[src/rtl/sgb_pkg.sv]
// Shared definitions for the Super Game Boy packet link.
//
// Holds the packet length, the {P15, P14} line encodings and the transmitter
// FSM state type. The SNES-side packet receiver imports the same encodings so
// both ends of the link agree on what each line pattern means.
package sgb_pkg;

    // Bytes carried by one SGB command packet.
    localparam int unsigned SGB_PKT_BYTES = 16;

    // Line encodings as {P15, P14}; a released line reads high.
    localparam logic [1:0] P54_IDLE  = 2'b11;
    localparam logic [1:0] P54_RESET = 2'b00;
    localparam logic [1:0] P54_ONE   = 2'b01;
    localparam logic [1:0] P54_ZERO  = 2'b10;

    typedef enum logic [3:0] {
        StIdle,
        StRstLo,
        StRstHi,
        StFetch,
        StBitLo,
        StBitHi,
        StStopLo,
        StStopHi,
        StGap
    } sgb_tx_state_e;

    // A '1' pulls P15 low, a '0' pulls P14 low.
    function automatic logic [1:0] sgb_bit_enc(input logic b);
        return b ? P54_ONE : P54_ZERO;
    endfunction

endpackage

[src/rtl/sgb_packet_tx.sv]
// GB-side Super Game Boy packet transmitter.
//
// Pulls 16-byte packets from a byte stream and serializes them onto the
// joypad select lines: a reset pulse (both low), 128 data bits LSB first
// (one line low per bit), a stop '0', and a both-high phase after every low
// phase. Multi-packet transfers insert an idle gap between packets.
//
// Ports:
//   clk        system clock
//   reset      synchronous, active-high reset
//   ce         GB clock enable; protocol timing advances only on ce
//   start      one-cycle pulse, starts a transfer when idle
//   pkt_count  packets in the transfer, sampled on start (0 means 1)
//   in_data    next packet byte
//   in_valid   in_data valid
//   in_ready   byte accept strobe (byte moves when in_valid & in_ready)
//   joy_p54    {P15, P14} to the GB joypad, 2'b11 = both released
//   busy       transfer in progress
//   done       one-cycle pulse after the final stop phase
module sgb_packet_tx
    import sgb_pkg::*;
#(
    parameter int unsigned PHASE_CE = 4,
    parameter int unsigned GAP_CE   = 16,
    parameter int unsigned CNT_W    = 8
) (
    input  logic       clk,
    input  logic       reset,
    input  logic       ce,
    input  logic       start,
    input  logic [2:0] pkt_count,
    input  logic [7:0] in_data,
    input  logic       in_valid,
    output logic       in_ready,
    output logic [1:0] joy_p54,
    output logic       busy,
    output logic       done
);

    localparam logic [CNT_W-1:0] PhaseLoad = CNT_W'(PHASE_CE - 1);
    localparam logic [CNT_W-1:0] GapLoad   = CNT_W'(GAP_CE - 1);
    localparam logic [3:0]       LastByte  = 4'(SGB_PKT_BYTES - 1);

    sgb_tx_state_e    state_q;
    logic [CNT_W-1:0] cnt_q;
    logic [7:0]       shift_q;
    logic [2:0]       bit_idx_q;
    logic [3:0]       byte_idx_q;
    logic [2:0]       pkts_left_q;

    logic phase_end;
    logic timed_state;

    // FETCH is the only state that accepts bytes; it does not wait on ce.
    assign in_ready = (state_q == StFetch) && in_valid;

    // The current phase ends on the ce tick that finds the counter at zero.
    assign phase_end   = ce && (cnt_q == '0);
    assign timed_state = (state_q != StIdle) && (state_q != StFetch);

    always_ff @(posedge clk) begin
        if (reset) begin
            state_q     <= StIdle;
            cnt_q       <= '0;
            shift_q     <= '0;
            bit_idx_q   <= '0;
            byte_idx_q  <= '0;
            pkts_left_q <= '0;
            joy_p54     <= P54_IDLE;
            busy        <= 1'b0;
            done        <= 1'b0;
        end else begin
            done <= 1'b0;

            // Free-running countdown; any state transition below reloads it.
            if (timed_state && ce && (cnt_q != '0)) begin
                cnt_q <= cnt_q - 1'b1;
            end

            unique case (state_q)
                StIdle: begin
                    // A start coinciding with done belongs to the old transfer.
                    if (start && !done) begin
                        pkts_left_q <= (pkt_count == 3'd0) ? 3'd1 : pkt_count;
                        busy        <= 1'b1;
                        cnt_q       <= PhaseLoad;
                        joy_p54     <= P54_RESET;
                        state_q     <= StRstLo;
                    end
                end

                StRstLo: begin
                    if (phase_end) begin
                        cnt_q   <= PhaseLoad;
                        joy_p54 <= P54_IDLE;
                        state_q <= StRstHi;
                    end
                end

                StRstHi: begin
                    if (phase_end) begin
                        byte_idx_q <= '0;
                        state_q    <= StFetch;
                    end
                end

                StFetch: begin
                    // Lines stay high while stalled; the receiver only
                    // decodes transitions, so an arbitrarily long wait is safe.
                    if (in_valid) begin
                        shift_q   <= in_data;
                        bit_idx_q <= '0;
                        cnt_q     <= PhaseLoad;
                        joy_p54   <= sgb_bit_enc(in_data[0]);
                        state_q   <= StBitLo;
                    end
                end

                StBitLo: begin
                    if (phase_end) begin
                        cnt_q   <= PhaseLoad;
                        joy_p54 <= P54_IDLE;
                        state_q <= StBitHi;
                    end
                end

                StBitHi: begin
                    if (phase_end) begin
                        shift_q   <= shift_q >> 1;
                        bit_idx_q <= bit_idx_q + 3'd1;
                        if (bit_idx_q != 3'd7) begin
                            // shift_q[1] becomes the LSB after this shift.
                            cnt_q   <= PhaseLoad;
                            joy_p54 <= sgb_bit_enc(shift_q[1]);
                            state_q <= StBitLo;
                        end else if (byte_idx_q != LastByte) begin
                            byte_idx_q <= byte_idx_q + 4'd1;
                            state_q    <= StFetch;
                        end else begin
                            cnt_q   <= PhaseLoad;
                            joy_p54 <= P54_ZERO;
                            state_q <= StStopLo;
                        end
                    end
                end

                StStopLo: begin
                    if (phase_end) begin
                        cnt_q   <= PhaseLoad;
                        joy_p54 <= P54_IDLE;
                        state_q <= StStopHi;
                    end
                end

                StStopHi: begin
                    if (phase_end) begin
                        if (pkts_left_q == 3'd1) begin
                            done    <= 1'b1;
                            busy    <= 1'b0;
                            state_q <= StIdle;
                        end else begin
                            pkts_left_q <= pkts_left_q - 3'd1;
                            cnt_q       <= GapLoad;
                            state_q     <= StGap;
                        end
                    end
                end

                StGap: begin
                    if (phase_end) begin
                        cnt_q   <= PhaseLoad;
                        joy_p54 <= P54_RESET;
                        state_q <= StRstLo;
                    end
                end

                default: begin
                    joy_p54 <= P54_IDLE;
                    busy    <= 1'b0;
                    state_q <= StIdle;
                end
            endcase
        end
    end

endmodule

[config.mk]
export PLATFORM = sky130hd
export DESIGN_NAME = sgb_packet_tx
export DESIGN_NICKNAME = d
export VERILOG_FILES = /design/src/rtl/sgb_pkg.sv /design/src/rtl/sgb_packet_tx.sv
export SDC_FILE = /design/constraint.sdc
export NUM_CORES = 1
export LEC_CHECK = 0
export BUFFER_PORTS_ARGS = -buffer_cell sky130_fd_sc_hd__buf_2
export CORE_MARGIN = 5
export CORE_UTILIZATION = 35
export DETAILED_ROUTE_END_ITERATION = 7
export GPL_ROUTABILITY_DRIVEN = 0
export GPL_TIMING_DRIVEN = 0
export MAX_ROUTING_LAYER = met4
export PLACE_DENSITY = 0.66
export SKIP_CTS_REPAIR_TIMING = 1
export SLEW_MARGIN = 20
export SYNTH_ARGS = -nofsm -noshare
export SYNTH_HDL_FRONTEND = slang
export SYNTH_SLANG_ARGS = --single-unit
[constraint.sdc]
create_clock -name clk -period 1.9 [get_ports clk]
set_input_delay 0.38 -clock clk [delete_from_list [all_inputs] [get_ports clk]]
set_output_delay 0.38 -clock clk [all_outputs]
set_load 0.05 [all_outputs]
==> results by group, run 1 <==
Status
  • Run status: complete, but fails checks
  • Failing checks: negative setup slack

Place
  • Post-DP HPWL: 3.86 mm
  • PortBufs: 19
  • Worst Setup Slack post-DPL: -0.194 ns

Yosys
  • Number of synthesized flops with an enable pin: 0
  • Most numerous cell in the Yosys netlist: dfxtp_1
  • Commonest register cell after synthesis: dfxtp_1
  • #FFs+latches synth: 33
  • Post-Synth Adder-Cell Area: 3.59%
  • Syn Area/Cell: 7.97 µm²
  • Simple-gate share of the synthesized area: 29.0%
  • XOR/XNOR Fraction of Synth Area: 2.94%
  • Net Count, Synth: 284
  • Synth top cells by count: dfxtp_1 (33), nand2_1 (32), nor2_1 (29), a21oi_1 (18)
  • Synth Instances: 262
  • Mux share of post-synthesis cell area: 2.64%
  • Register area share after synthesis: 31.6%
  • Ys async rst share: 0%
  • Share of the synthesized area in the top cell type: 31.6%
  • Synth warn: 0
  • Post-synthesis cell type with the largest combined area: dfxtp_1
  • Synth top area cells: dfxtp_1 (32%), nand2_1 (5.8%), nor2_1 (5.2%)
  • Cell variety after synth: 59
  • Main combinational cell family by area after synthesis: simple AND/OR/NAND/NOR gates
  • Cell area after synthesis: 2090 µm²
  • Compound-gate portion of the synthesized area: 25.8%

Cells and area
  • Nets: 327
  • Number of inserted diodes: 0
  • FILL cells: 557
  • P&R area growth vs syn: 31.9%
  • Layout cell share with drive strength beyond 1: 35.0%
  • Layout Utilization: 47.1%

Clocking
  • Clock slew at reported path FFs: 0.07 ns
  • CTS Root Cell: clkbuf_8
  • Num CTS Buffers: 5
  • Clock latency on the worst-skew pair: 0.29 ns
  • CTS Buffer Depth: 2
  • Sink Count: 33
  • CTS tree: done
  • H-Tree Depth: 2

Timing
  • RSZ-0062 raised after global routing: true
  • Slew Limit Fails: 0
  • Fmax: 0.507 GHz
  • Worst-Margin Slew: 0.627 ns
  • Tcrit/Tclk final: 104%
  • Endpoints failing hold: 0
  • Setup violations, final: 4
  • Tmin final: 1.97 ns
  • Final setup margin: -0.0715 ns
  • Slew headroom: 58.2%
  • Layout Skew: 0.00930 ns
  • Hold slack: 0.348 ns

Critical path
  • Crit start category: flop
  • Max incr delay on CP: 0.42 ns
  • Crit-path cells: inv_2 > ha_4 > and4bb_2 > nand2_4 > or3_4 > or4_4 > a21oi_2
  • R2r worst-path depth: 7
  • Reg2reg end: byte_idx_q[3]$_SDFFE_PP0P_
  • Slowest CP cell: or3_4
  • R2r setup slk: -0.07 ns
  • Class of the most critical setup path: reg -> reg
  • Worst flop-to-flop path startpoint: cnt_q[0]$_SDFF_PP0_
  • Arr. time, crit path: 2.19 ns
  • Critical Path RT: 2.12 ns
  • Crit path capture type: flop
  • Critical path fanouts, max: 6

Routing
  • Via Count: 2152
  • # DRC: 0
  • WL/cell: 14.8 µm
  • First-pass DRT Iterations: 5
  • Post-route ant nets: 0
  • Final wirelength: 5.65 mm
  • Vias per inst: 5.65
  • 1st-iter DRT viols: 209

Power
  • Leakage power: 1.08 nW
  • Maximum vdd drop: 543 µV
  • Total power: 3.67 mW
  • PD cells: 1330 nW/µm²

Floorplan
  • # IOs: 21
  • Die footprint: 7610 µm²
  • Starting Density: 35.7%
  • Die H: 87.2 µm
  • Core area: 5850 µm²
  • DIE WIDTH: 87.2 µm
  • Row count: 28

Min path
  • WHS Path Cells: 3
  • Worst min path class: in -> reg
  • HP Start: in_data[2]
  • Hold path endpoint: shift_q[2]$_SDFFE_PP0P_

Global routing
  • Largest net degree at the start of global routing: 11
  • Vias in the first global route: 1831
  • Grt ovf: 0
  • Antenna violations before repair: 0
  • First-pass GRT wire length: 8.64 mm
  • Gr usage total: 14.5%

Run
  • Number of max-cap violations: 0
## kinds of logic (layout without fill, tap and decap cells)
group | after synthesis | in the layout
AOI/OAI and AO/OA | 73 | 73
adders and majority gates | 6 | 6
muxes | 5 | 5
xor gates and xnor gates | 7 | 7
buffers and inverters | 23 | 67
DFF | 33 | 33
and+or+nand+nor | 115 | 115
## worst max-delay path by stage
stage | start | endpoint | cells past startpoint
after floorplan | cnt_q[0]$_SDFF_PP0_ | byte_idx_q[3]$_SDFFE_PP0P_ | 7
after global placement | state_q[2]$_SDFFE_PP0P_ | cnt_q[0]$_SDFF_PP0_ | 7
after detailed placement | state_q[1]$_SDFFE_PP0P_ | state_q[0]$_SDFFE_PP0P_ | 7
after CTS | state_q[0]$_SDFFE_PP0P_ | in_ready | 5
after global routing | state_q[2]$_SDFFE_PP0P_ | cnt_q[2]$_SDFF_PP0_ | 6
final | cnt_q[0]$_SDFF_PP0_ | byte_idx_q[3]$_SDFFE_PP0P_ | 7
## sequential cells by signal, summed over array words and instances, names as in the netlist
name and count:
byte_idx_q 4, shift_q 7, state_q 4, busy 1, pkts_left_q 3, joy_p54 2
done 1, bit_idx_q 3, cnt_q 8
## power by group
part	internal, mW	total [mW]	switching (mW)
sequential	0.824	0.936	0.112
combinational	1.04	2.21	1.17
clock	0.254	0.518	0.264
total	2.12	3.67	1.55
## layout make-up
cell class | instances | area, µm² | share of cell area (%)
sequential | 33 | 674 | 24.5
clock inverter | 2 | 10.0 | 0.363
clock buffer | 6 | 72.6 | 2.63
buffer | 16 | 101 | 3.68
timing repair buffer | 36 | 251 | 9.13
tap | 75 | 93.8 | 3.41
multi-input combinational | 206 | 1530 | 55.4
inverter | 7 | 26.3 | 0.954
## worst max-delay path, delay by kind of cell (launching register included)
family / cells / cell delay, ns
flops: 1 / 0.34
fa+ha+maj: 1 / 0.15
buf+inv: 1 / 0.08
simple gates: 4 / 1.21
compound gates: 1 / 0.12
## cells in the final DEF, fill, tap and decap left out, types with 6 or more instances in the layout
| cell | count |
|---|---|
| buf_6 | 8 |
| nand2_1 | 31 |
| nand3_1 | 7 |
| dfxtp_1 | 26 |
| buf_4 | 14 |
| buf_2 | 19 |
| o21ai_0 | 9 |
| nor2_1 | 23 |
| a21oi_1 | 16 |
| a311oi_1 | 6 |
## stage by stage
| step | std cells | area, µm² | setup TNS (ns) |
|---|---|---|---|
| 2_1_floorplan | 262 | 2120 | 0 |
| 3_3_place_gp | 356 | 2310 | -2.31 |
| 3_5_place_dp | 356 | 2310 | -2.68 |
| 4_1_cts | 364 | 2390 | -3.37 |
| 5_1_grt | 381 | 2760 | -1.09 |
| 6_report | 381 | 2760 | -0.215 |
## metal layers
metal | GRT usage, % | share of wire [%] | up-vias
met3 | 2.74 | 5.3 | 10
met1 | 19.0 | 46 | 1014
met2 | 22.7 | 47 | 81
met4 | 4.46 | 0.97 | 0
li1 | - | - | 1047
met5 | - | 0 | -
(Power assumes the default switching activity.)
==> run 2: changes to the inputs <==
- PLACE_DENSITY: 0.66 -> 0.64
- clock period: 1.9 -> 2.12 ns (I/O delays scaled with it)
==> results by group, run 2 (synthesized netlist as in run 1, its figures left out) <==
Power
  • Total power: 3.09 mW
  • Maximum vdd drop: 459 µV
  • Leakage power: 0.994 nW
  • PD cells: 1220 nW/µm²

Cells and area
  • Finished layout cell area: 2530 µm²
  • Finished Layout Cells: 368
  • Most frequent cells in the layout: dfxtp_1 (32), nand2_1 (31), nor2_1 (29)
  • Max FFs per register: 8
  • Largest registers: cnt_q: 8 flops, shift_q: 7 flops
  • Layout cell share with drive strength beyond 1: 22.5%
  • Register bank with the most flops: cnt_q
  • FILL cells: 595
  • Nets: 314
  • Most common cell after layout, fill and taps aside: dfxtp_1
  • P&R area growth vs syn: 21.0%
  • Number of inserted diodes: 0

Clocking
  • Clock latency on the worst-skew pair: 0.29 ns
  • CTS Root Cell: clkbuf_8
  • Sink Count: 33
  • CTS Buffer Depth: 2
  • H-Tree Depth: 2
  • Num CTS Buffers: 5
  • CTS tree: done
  • Clock slew at reported path FFs: 0.07 ns

Run
  • Number of max-cap violations: 0

Global routing
  • Antenna violations before repair: 0
  • First-pass GRT wire length: 9.00 mm
  • Grt ovf: 0
  • Vias in the first global route: 1896
  • Gr usage total: 15.4%
  • Largest net degree at the start of global routing: 12

Timing
  • Setup violations, final: 0
  • RSZ-0062 raised after global routing: true
  • Tmin final: 2.08 ns
  • Layout Skew: 0.00704 ns
  • Fmax: 0.482 GHz
  • Tcrit/Tclk final: 97.9%
  • Setup TNS: 0 ns
  • Worst-Margin Slew: 0.606 ns
  • Hold slack: 0.394 ns
  • Endpoints failing hold: 0
  • Slew headroom: 59.6%
  • Slew Limit Fails: 0

Floorplan
  • DIE WIDTH: 87.2 µm
  • Row count: 28
  • Core area: 5850 µm²
  • Die footprint: 7610 µm²
  • Starting Density: 35.7%
  • # IOs: 21
  • Die H: 87.2 µm

Place
  • Post-DP HPWL: 3.91 mm
  • Placed instance area: 2280 µm²
  • PortBufs: 19
  • Placed cells: 356

Critical path
  • Crit path capture type: flop
  • Reg2reg end: byte_idx_q[3]$_SDFFE_PP0P_
  • Crit-path cells: ha_1 > ha_4 > and2_1 > a32oi_1 > or3_4 > or4_1 > a21oi_2
  • Max incr delay on CP: 0.50 ns
  • Critical path origin: bit_idx_q[0]$_SDFFE_PP0P_
  • CP Capture Point: byte_idx_q[3]$_SDFFE_PP0P_
  • Critical path fanouts, max: 5
  • Worst flop-to-flop path startpoint: bit_idx_q[0]$_SDFFE_PP0P_
  • R2r setup slk: 0.04 ns
  • Levels on crit path: 7
  • Critical Path RT: 2.34 ns
  • R2r worst-path depth: 7
  • Worst path bufs/invs: 0
  • Crit path max-delay family: simple AND/OR/NAND/NOR gates
  • Crit start category: flop
  • Arr. time, crit path: 2.29 ns
  • Class of the most critical setup path: reg -> reg
  • Slowest CP cell: or4_1

Routing
  • WL/cell: 14.5 µm
  • # DRC: 0
  • Post-route ant nets: 0
  • Vias per inst: 5.57
  • Via Count: 2050
  • Final wirelength: 5.33 mm
  • 1st-iter DRT viols: 155
  • First-pass DRT Iterations: 4

Status
  • Run status: complete, no violations

Min path
  • Worst min path class: in -> reg
-- run 2: final cells by class --
cell class | instances | area (µm²) | area share (%)
inverters | 7 | 26.3 | 1.04
flip-flops and latches | 33 | 662 | 26.2
clock inverters | 2 | 37.5 | 1.49
multi-input cells | 206 | 1410 | 56.0
repair buffers | 23 | 131 | 5.20
plain buffers | 16 | 78.8 | 3.12
well taps | 75 | 93.8 | 3.71
clock buffers | 6 | 82.6 | 3.27
-- run 2: report_power, final --
group	internal [mW]	switching, mW
Clock	0.382	0.241
Sequential	0.732	0.0867
Combinational	0.702	0.945
Total	1.82	1.27
-- run 2: worst min path at each step --
stage / startpoint / end / slack [ns] / depth (start not counted)
final: in_data[2] / shift_q[2]$_SDFFE_PP0P_ / 0.39 / 3
after global routing: in_data[2] / shift_q[2]$_SDFFE_PP0P_ / 0.40 / 3
after CTS: in_data[2] / shift_q[2]$_SDFFE_PP0P_ / 0.39 / 3
after detailed placement: bit_idx_q[1]$_SDFFE_PP0P_ / bit_idx_q[1]$_SDFFE_PP0P_ / 0.45 / 2
after global placement: bit_idx_q[2]$_SDFFE_PP0P_ / bit_idx_q[2]$_SDFFE_PP0P_ / 0.44 / 2
after floorplan: bit_idx_q[1]$_SDFFE_PP0P_ / bit_idx_q[1]$_SDFFE_PP0P_ / 0.44 / 2
-- run 2: metrics by stage --
stage,utilization [%],worst slack (ns)
4_1_cts,41.0,-0.223
3_5_place_dp,38.9,-0.202
2_1_floorplan,-,0.119
6_report,43.2,0.0440
3_3_place_gp,38.9,-0.121
5_1_grt,43.2,-0.0535
-- run 2: tightest hold or removal path: stages --
cell      delay [ns]
buf_2           0.09
nand2_1         0.05
a311oi_1        0.07
-- run 2: per-layer routing --
metal	vias up	global-route usage (%)	wire, µm
met1	961	20.0	2520
met2	55	23.5	2460
met4	0	5.16	63
li1	1028	-	-
met5	-	-	0
met3	6	3.41	296
==> run 3: changes to the inputs <==
- ABC_AREA: not set -> 1
- CAP_MARGIN: not set -> 10
- MAX_ROUTING_LAYER: met4 -> not set
==> results by group, run 3 <==
Clocking
  • CTS Root Cell: clkbuf_8
  • Clock latency on the worst-skew pair: 0.29 ns
  • Sink Count: 33
  • H-Tree Depth: 2
  • Clock slew at reported path FFs: 0.07 ns
  • CTS Buffer Depth: 2
  • Num CTS Buffers: 5
  • CTS tree: done

Power
  • PD cells: 1370 nW/µm²
  • Leakage power: 1.24 nW
  • Maximum vdd drop: 633 µV

Routing
  • Via Count: 2014
  • First-pass DRT Iterations: 4
  • Post-route ant nets: 0
  • WL/cell: 10.7 µm
  • 1st-iter DRT viols: 79
  • # DRC: 0
  • Vias per inst: 4.66
  • Final wirelength: 4.63 mm

Yosys
  • Syn Area/Cell: 6.47 µm²
  • Post-synthesis cell type with the largest combined area: dfxtp_1
  • Most numerous cell in the Yosys netlist: nand2_1
  • Ys async rst share: 0%
  • Synth Instances: 329
  • Net Count, Synth: 351
  • Cell area after synthesis: 2130 µm²
  • Commonest register cell after synthesis: dfxtp_1
  • Synth warn: 0
  • Register area share after synthesis: 31.0%
  • Share of the synthesized area in the top cell type: 31.0%
  • Synth top area cells: dfxtp_1 (31%), nand2_1 (16%), nor2_1 (11%)
  • Number of synthesized flops with an enable pin: 0
  • Cell variety after synth: 29
  • #FFs+latches synth: 33
  • Synth top cells by count: nand2_1 (88), nor2_1 (61), dfxtp_1 (33), inv_1 (26), nand3_1 (25)

Timing
  • Tcrit/Tclk final: 94.5%
  • Setup violations, final: 0
  • Worst-Margin Slew: 0.281 ns
  • Endpoints failing hold: 0
  • Tmin final: 2.00 ns
  • RSZ-0062 raised after global routing: false
  • Slew Limit Fails: 0
  • Hold slack: 0.396 ns
  • Fmax: 0.499 GHz
  • Slew headroom: 81.2%
  • Layout Skew: 0.00542 ns
  • Setup TNS: 0 ns

Critical path
  • Critical path fanouts, max: 8
  • Crit start category: flop
  • Worst path bufs/invs: 3
  • Crit-path cells: buf_4 > nand2_2 > nor2_1 > nand2_2 > inv_1 > buf_2
  • Class of the most critical setup path: reg -> out
  • R2r worst-path depth: 11
  • Most used cell, CP: nand2_2
  • Levels on crit path: 6
  • Crit path max-delay family: buffers and inverters
  • Arr. time, crit path: 1.58 ns
  • Critical Path RT: 1.70 ns
  • Crit path capture type: primary output
  • Max incr delay on CP: 0.31 ns
  • Slowest CP cell: dfxtp_1

Global routing
  • Antenna violations before repair: 0
  • Largest net degree at the start of global routing: 12
  • Grt ovf: 0
  • First-pass GRT wire length: 8.00 mm
  • Vias in the first global route: 1890
  • Gr usage total: 13.1%

Cells and area
  • Number of inserted diodes: 0
  • Largest registers: cnt_q: 8 flops, shift_q: 7 flops
  • Multi-input gate area: 1280 µm²
  • P&R area growth vs syn: 15.4%
  • Nets: 378
  • Register Area: 661 µm²
  • Register bank with the most flops: cnt_q
  • FILL cells: 610
  • Layout cell share with drive strength beyond 1: 19.3%
  • Most frequent cells in the layout: nand2_1 (88), nor2_1 (61), dfxtp_1 (33)
  • Most common cell after layout, fill and taps aside: nand2_1
  • Max FFs per register: 8

Place
  • Post-DP HPWL: 3.58 mm
  • PortBufs: 20

Min path
  • Worst min path class: in -> reg
  • WHS Path Cells: 2

Floorplan
  • Starting Density: 36.0%
  • Core area: 5920 µm²
  • Row count: 28
  • # IOs: 21
  • DIE WIDTH: 88 µm
  • Die footprint: 7740 µm²
  • Die H: 88 µm

Run
  • Number of max-cap violations: 0

Status
  • Run status: complete, no violations
[run 3: cell types whose count changed in the layout (fill, tap and decap cells not counted), moves of 8 or more]
cell / delta
nand3_1: +17
o21ai_0: +10
nor2_2: +8
nor2_1: +32
a311oi_1: -8
nand2_1: +57
inv_1: +20
[run 3: cell families after synthesis]
group,count (synthesis),share of synthesized area [%]
AOI/OAI and AO/OA,36,9.22
adders and majority gates,6,3.53
DFF,33,31.0
buffers and inverters,41,8.75
xor gates and xnor gates,8,3.29
and+or+nand+nor,205,44.2
[run 3: final cells by class]
| cell class | instances | area share [%] |
|---|---|---|
| inverters | 35 | 5.55 |
| multi-input cells | 255 | 52.2 |
| repair buffers | 20 | 4.07 |
| clock buffers | 5 | 2.80 |
| flip-flops and latches | 33 | 26.9 |
| clock inverters | 3 | 2.65 |
| well taps | 75 | 3.82 |
| plain buffers | 6 | 2.04 |
[run 3: worst paths after layout]
check                                             start                 endpoint  slack, ns
worst max register to register      cnt_q[0]$_SDFF_PP0_  joy_p54[1]$_SDFFE_PP1P_       0.30
worst min register to register  joy_p54[0]$_SDFFE_PP1P_  joy_p54[0]$_SDFFE_PP1P_       0.47
worst min-delay path                              reset      cnt_q[1]$_SDFF_PP0_       0.40
worst max-delay path            state_q[1]$_SDFFE_PP0P_                 in_ready       0.12
[run 3: worst register-to-register path, stage by stage (launching register included)]
cell	delay, ns
dfxtp_1	0.30
inv_1	0.11
ha_1	0.31
nand2_2	0.10
nor2_4	0.10
nand3_4	0.18
nand2_1	0.14
nand3_1	0.09
nor2_1	0.19
inv_1	0.08
nand2_1	0.06
nand3_1	0.06
[run 3: through the flow]
stage                     cell area, µm²  util [%]  power (mW)  setup WS (ns)  instances
after detailed placement            2320      39.2        2.67          0.311        424
after global routing                2460      41.5        3.70       0.000600        432
after floorplan                     2130         -        2.35          0.546        329
final                               2460      41.5        3.37          0.117        432
after CTS                           2460      41.5        3.39         0.0978        432
after global placement              2320      39.2        2.63          0.354        424
[run 3: per-layer routing]
| metal | up-vias | routed length (µm) | GRT usage, % |
|---|---|---|---|
| met5 | - | 0 | 0 |
| met1 | 889 | 2330 | 16.6 |
| met2 | 27 | 2120 | 21.0 |
| li1 | 1093 | - | - |
| met4 | 0 | 44 | 4.60 |
| met3 | 5 | 132 | 3.95 |
[run 3: power by group]
| part | internal, mW | leakage (nW) | switching, mW |
|---|---|---|---|
| sequential | 0.773 | 0.269 | 0.115 |
| clock | 0.467 | 0.0681 | 0.245 |
| combinational | 0.634 | 0.902 | 1.14 |
